==> config.mk <==
export PLATFORM = sky130hd
export DESIGN_NAME = loopback_seq
export DESIGN_NICKNAME = d
export VERILOG_FILES = /design/src/rtl/loopback_seq.sv
export SDC_FILE = /design/constraint.sdc
export NUM_CORES = 2
export LEC_CHECK = 0
export ABC_AREA = 1
export CORE_UTILIZATION = 45
export CTS_CLUSTER_DIAMETER = 100
export DETAILED_ROUTE_END_ITERATION = 8
export PLACE_DENSITY = 0.62
export SETUP_SLACK_MARGIN = 0.5
export SLEW_MARGIN = 20
export SYNTH_ARGS = -nofsm -noshare
export SYNTH_HDL_FRONTEND = slang
export SYNTH_SLANG_ARGS = --single-unit
==> constraint.sdc <==
create_clock -name clk -period 32.7 [get_ports clk]
set_input_delay 8.175 -clock clk [delete_from_list [all_inputs] [get_ports clk]]
set_output_delay 8.175 -clock clk [all_outputs]
set_load 0.05 [all_outputs]
==> src/rtl/loopback_seq.sv <==
// loopback_seq: line-copy sequencer in front of the DMA memory controller's word port.
// Each line is read word-by-word from src into a local line buffer, then written back
// word-by-word to dst.
//
// Ports
//   clk, rst         clock; asynchronous active-high reset
//   start            1-cycle pulse that begins a copy (ignored while busy)
//   src_base         first source line address (sampled on accepted start)
//   dst_base         first destination line address (sampled on accepted start)
//   num_lines        number of lines to copy (sampled on accepted start)
//   busy             high from accepted start until done
//   done             1-cycle pulse at end of copy
//   err              sticky short-read flag, cleared by the next accepted start
//   lines_done       lines fully written in the current/last copy
//   mc_ready         controller has left startup
//   mc_rd_valid      controller read word valid
//   mc_tx_done       controller last-word / write-complete pulse
//   mc_rd_word       controller read word
//   mc_op            registered op: 00 IDLE, 01 READ, 11 WRITE
//   mc_raw_address   registered line address
//   mc_wr_word       write word, buf[wr_idx] (combinational)
module loopback_seq #(
  parameter int WORD_SIZE     = 32,
  parameter int CL_SIZE_WIDTH = 512,
  parameter int ADDR_BITCOUNT = 64,
  parameter int ADDR_STRIDE   = 1
) (
  input  logic                     clk,
  input  logic                     rst,
  input  logic                     start,
  input  logic [ADDR_BITCOUNT-1:0] src_base,
  input  logic [ADDR_BITCOUNT-1:0] dst_base,
  input  logic [15:0]              num_lines,
  output logic                     busy,
  output logic                     done,
  output logic                     err,
  output logic [15:0]              lines_done,
  input  logic                     mc_ready,
  input  logic                     mc_rd_valid,
  input  logic                     mc_tx_done,
  input  logic [WORD_SIZE-1:0]     mc_rd_word,
  output logic [1:0]               mc_op,
  output logic [ADDR_BITCOUNT-1:0] mc_raw_address,
  output logic [WORD_SIZE-1:0]     mc_wr_word
);

  localparam int FILL_COUNT = CL_SIZE_WIDTH / WORD_SIZE;
  localparam int IDX_W      = (FILL_COUNT > 1) ? $clog2(FILL_COUNT) : 1;
  localparam logic [IDX_W-1:0] LAST_IDX = IDX_W'(FILL_COUNT - 1);

  localparam logic [1:0] OP_IDLE  = 2'b00;
  localparam logic [1:0] OP_READ  = 2'b01;
  localparam logic [1:0] OP_WRITE = 2'b11;

  typedef enum logic [2:0] {
    S_IDLE, S_INIT, S_RD, S_R2W, S_WR, S_W2R
  } state_t;

  state_t                   state, state_nxt;
  logic [1:0]               op_nxt;
  logic [ADDR_BITCOUNT-1:0] addr_nxt;
  logic [ADDR_BITCOUNT-1:0] src_q, src_nxt, dst_q, dst_nxt;
  logic [15:0]              num_q, num_nxt, lines_nxt;
  logic                     busy_nxt, done_nxt, err_nxt;
  logic [IDX_W-1:0]         rd_idx, rd_idx_nxt, wr_idx, wr_idx_nxt;
  logic                     wr_first, wr_first_nxt;
  logic                     buf_we;
  logic [WORD_SIZE-1:0]     line_buf [FILL_COUNT];
  logic [ADDR_BITCOUNT-1:0] line_offset;

  // Line offset wraps modulo the address width.
  assign line_offset = ADDR_BITCOUNT'(lines_done) * ADDR_BITCOUNT'(ADDR_STRIDE);
  assign mc_wr_word  = line_buf[wr_idx];

  always_ff @(posedge clk or posedge rst) begin
    if (rst) begin
      for (int i = 0; i < FILL_COUNT; i++) line_buf[i] <= '0;
    end else if (buf_we) begin
      line_buf[rd_idx] <= mc_rd_word;
    end
  end

  always_ff @(posedge clk or posedge rst) begin
    if (rst) begin
      state          <= S_IDLE;
      mc_op          <= OP_IDLE;
      mc_raw_address <= '0;
      src_q          <= '0;
      dst_q          <= '0;
      num_q          <= '0;
      lines_done     <= '0;
      busy           <= 1'b0;
      done           <= 1'b0;
      err            <= 1'b0;
      rd_idx         <= '0;
      wr_idx         <= '0;
      wr_first       <= 1'b0;
    end else begin
      state          <= state_nxt;
      mc_op          <= op_nxt;
      mc_raw_address <= addr_nxt;
      src_q          <= src_nxt;
      dst_q          <= dst_nxt;
      num_q          <= num_nxt;
      lines_done     <= lines_nxt;
      busy           <= busy_nxt;
      done           <= done_nxt;
      err            <= err_nxt;
      rd_idx         <= rd_idx_nxt;
      wr_idx         <= wr_idx_nxt;
      wr_first       <= wr_first_nxt;
    end
  end

  always_comb begin
    state_nxt    = state;
    op_nxt       = mc_op;
    addr_nxt     = mc_raw_address;
    src_nxt      = src_q;
    dst_nxt      = dst_q;
    num_nxt      = num_q;
    lines_nxt    = lines_done;
    busy_nxt     = busy;
    done_nxt     = 1'b0;
    err_nxt      = err;
    rd_idx_nxt   = rd_idx;
    wr_idx_nxt   = wr_idx;
    wr_first_nxt = wr_first;
    buf_we       = 1'b0;

    unique case (state)
      S_IDLE: begin
        if (start) begin
          src_nxt   = src_base;
          dst_nxt   = dst_base;
          num_nxt   = num_lines;
          lines_nxt = '0;
          err_nxt   = 1'b0;
          // An empty copy completes without ever touching the controller.
          if (num_lines == 16'd0) begin
            done_nxt = 1'b1;
          end else begin
            busy_nxt  = 1'b1;
            state_nxt = S_INIT;
          end
        end
      end

      S_INIT: begin
        if (mc_ready) begin
          op_nxt    = OP_READ;
          addr_nxt  = src_q + line_offset;
          state_nxt = S_RD;
        end
      end

      S_RD: begin
        // The final word arrives together with mc_tx_done, so capture on either.
        if (mc_rd_valid || mc_tx_done) buf_we = 1'b1;
        if (mc_tx_done) begin
          if (rd_idx != LAST_IDX) err_nxt = 1'b1;
          rd_idx_nxt = '0;
          op_nxt     = OP_IDLE;
          state_nxt  = S_R2W;
        end else if (mc_rd_valid) begin
          rd_idx_nxt = rd_idx + 1'b1;
        end
      end

      // One idle cycle keeps the controller from relaunching the read.
      S_R2W: begin
        op_nxt       = OP_WRITE;
        addr_nxt     = dst_q + line_offset;
        wr_idx_nxt   = '0;
        wr_first_nxt = 1'b1;
        state_nxt    = S_WR;
      end

      // The controller spends the first WR cycle accepting the op, so the index
      // only starts advancing afterwards; fill cycle k then sees buf[k].
      S_WR: begin
        if (mc_tx_done) begin
          op_nxt       = OP_IDLE;
          lines_nxt    = lines_done + 1'b1;
          wr_idx_nxt   = '0;
          wr_first_nxt = 1'b0;
          state_nxt    = S_W2R;
        end else if (wr_first) begin
          wr_first_nxt = 1'b0;
        end else if (wr_idx != LAST_IDX) begin
          wr_idx_nxt = wr_idx + 1'b1;
        end
      end

      S_W2R: begin
        if (lines_done == num_q) begin
          done_nxt  = 1'b1;
          busy_nxt  = 1'b0;
          state_nxt = S_IDLE;
        end else begin
          op_nxt    = OP_READ;
          addr_nxt  = src_q + line_offset;
          state_nxt = S_RD;
        end
      end

      default: state_nxt = S_IDLE;
    endcase
  end

endmodule

==> results.txt <==
Die ar.: 81,200 sq um
Clock Skew: 0.0188 ns
largest net degree at the start of global routing: 172
Max-Cap Viols: 0
endpoints failing setup: 0
total number of vias: 31,569
clk slew on worst S/H paths: 0.06 ns
number of global-route vias before repair: 30,081
WP data arrival: 4.66 ns
Finished Cell Area: 42,300 sq um
Hold Violations, Final: 0
core area: 79,100 sq um
flops & latches, synth: 753
achievable frequency: 77.9 MHz
drt pass-1 iters: 6
routability cong.: 0.914
placed cell area: 39,500 sq um
Finished Layout Cells: 5,817
hold path startpoint: mc_raw_address[43]
Die Ht: 285 um
register area share after synthesis: 52.3%
slowest cell on the critical path: buf_4
worst-margin pin slew: 1.02 ns
setup tns final: 0 ns
Post-Syn Instances: 4,566
CP top delay family: buffers and inverters
hold slack: 0.478 ns
antenna viol nets, final: 0
Buffers & Inverters on Critical Path: 3
Core Rows: 103
CTS Hold Bufs: 0
Slew headroom: 32.1%
IR drop worst, VDD: 0.0664 mV
CP Capture Type: output pin
Slew Viols, Final: 0
cell accounting for the most synthesized area: dfrtp_1
synth unique cells: 44
Root Buffer Master: clkbuf_16
Final #Nets: 4,908
RR Endpoint: mc_raw_address[32]
r2r setup slk: 28.89 ns
RSZ-0062 raised after global routing: no
R2R depth: 15
Tightest Hold Check Type: reg -> reg
Sink Count: 753
DRC viols: 0
Core Util, Final: 53.5%
Final period util: 39.2%
postcts setup bufs: 0
EDFF count, synth: 0
P per Cell Area: 90.1 nW/um^2
placed cells: 5,666
Synth Flop Type: dfrtp_1
status: complete, no violations
Area Overhead vs Synth: 17.6%
CTS resizes: 0
minimum clock period: 12.83 ns
remaining global-route overflow: 0
post-DR wirelength/cell: 19.6 um
clk buf depth: 3
1st-iter DRT viols: 2,803
crit-path cells: buf_4 -> buf_4 -> a21oi_1 -> a221oi_1 -> o21ai_0 -> nand2_1 -> clkdlybuf4s50_1
total power: 3.81 mW
initial antenna violation count: 3
Via density: 5.43
Layout fillers: 7,550
total routed wirelength: 114,000 um
Final WS setup: 19.87 ns
cell mode on critical path: buf_4
Largest stage delay, worst path: 0.87 ns
most area-consuming cells after synthesis: dfrtp_1, nand2_1, o21ai_0, nor2_1, inv_1
peak fanout along the critical path: 94
Yosys top cell area share: 52.3%
pre-CTS setup slack: 20.39 ns
synthesized area: 36,000 sq um
yosys warns: 0
HPWL after DPL: 69,500 um
Leak: 19.6 nW
uppermost layer routed: met5
Mapped Nets: 4,771
GRT Overall Usage: 28.0%
worst r2r src: state[2]
Clock Latency Late Sink: 0.64 ns
syn avg cell area: 7.89 sq um
first-pass GRT wire length: 177,000 um
initial core utilization: 45.5%
WL met2: 52,400 um
IO Pins: 299
CTS H-tree depth: 3
IO buf count: 298
Hold Path End: mc_raw_address[43]
hold path depth: 2
crit path kind: reg -> out
startpoint types: flip-flop
CTS Buf Count: 84
Async SR Flop Fraction: 100%
M1 WL: 50,300 um
CP Data Required Time: 24.52 ns
die width: 285 um
layout cells sized above 1: 5.35%
DR WL met3: 7040 um
TritonCTS clock tree: yes
-- cells in the mapped netlist, types with 5 or more instances --
library cell,instances
a21oi_1,104
a221oi_1,36
buf_2,32
buf_6,10
clkbuf_1,244
dfrtp_1,753
ha_1,22
inv_1,269
inv_2,8
nand2_1,1535
nand2_2,12
nand3_1,150
nand4_1,44
nand4_4,7
nor2_1,284
nor2_2,20
nor2_4,6
nor3_1,14
nor4_1,5
o21ai_0,846
o21ai_1,28
o221ai_1,27
o22ai_1,38
xnor2_1,9
xor2_1,28
-- layout make-up --
type                    instances  area, sq um  share of cell area, %
inverters                     279         1070                   2.53
clock inverters                30          369                  0.872
flip-flops and latches        753        18900                   44.5
diodes                          1         2.50                0.00591
multi-input cells            3241        14900                   35.3
repair buffers                344         3360                   7.94
clock buffers                 119         2440                   5.75
well taps                    1050         1310                   3.10
-- worst max path at each step --
stage                     depth (start not counted)  startpoint        endpoint  slack [ns]
final                                             7   wr_idx[0]  mc_wr_word[16]       19.87
after global routing                              7   wr_idx[0]  mc_wr_word[16]       19.64
after CTS                                         7   wr_idx[0]  mc_wr_word[16]       19.70
after detailed placement                          7   wr_idx[0]  mc_wr_word[16]       20.39
after global placement                            7   wr_idx[0]  mc_wr_word[16]       20.51
after floorplan                                   1         rst            busy        3.39
-- sequential cells by signal (all words and copies together), names as in the netlist, 2 cells and up --
register / count
line_buf: 512
dst_q: 64
mc_raw_address: 64
src_q: 64
lines_done: 16
num_q: 16
rd_idx: 4
wr_idx: 4
state: 3
mc_op: 2
-- cells in the final DEF (no fill, tap or decap), drive strengths merged --
master	count
a21oi	104
a221oi	36
and2	3
and3	1
buf	46
bufinv	7
clkbuf	119
clkdlybuf4s50	298
clkinv	23
clkinvlp	1
dfrtp	753
diode	1
fa	1
ha	22
inv	278
nand2	1548
nand3	155
nand3b	2
nand4	54
nor2	310
nor3	15
nor3b	1
nor4	5
o21a	2
o21ai	875
o21bai	3
o221ai	27
o22ai	38
o31ai	1
or2	1
xnor2	9
xor2	28
-- cells by family after synthesis --
logic type,synth area share (%)
AND/OR/NAND/NOR,23.7
XOR/XNOR,0.900
adder cells (fa/ha/maj),0.820
AO/OA/AOI/OAI,15.9
flip-flops,52.3
buffers and inverters,6.32
-- routing by layer --
layer | vias to the layer above | track usage (%)
met5 | - | 0
met4 | 4 | 10.2
met3 | 241 | 3.98
met2 | 1066 | 44.5
met1 | 15118 | 39.0
li1 | 15140 | -
-- report_power, final --
part           switching, mW  internal [mW]  total (mW)
clock                  0.389          0.574       0.963
sequential             0.181           1.25        1.43
combinational          0.974          0.447        1.42
total                   1.54           2.27        3.81
-- tightest hold or removal path: stages (launching register included) --
cell and delay [ns]:
dfrtp_1 0.34, nand2_1 0.05, nand2_1 0.05
Note: power is estimated with default switching activity, not from simulation.
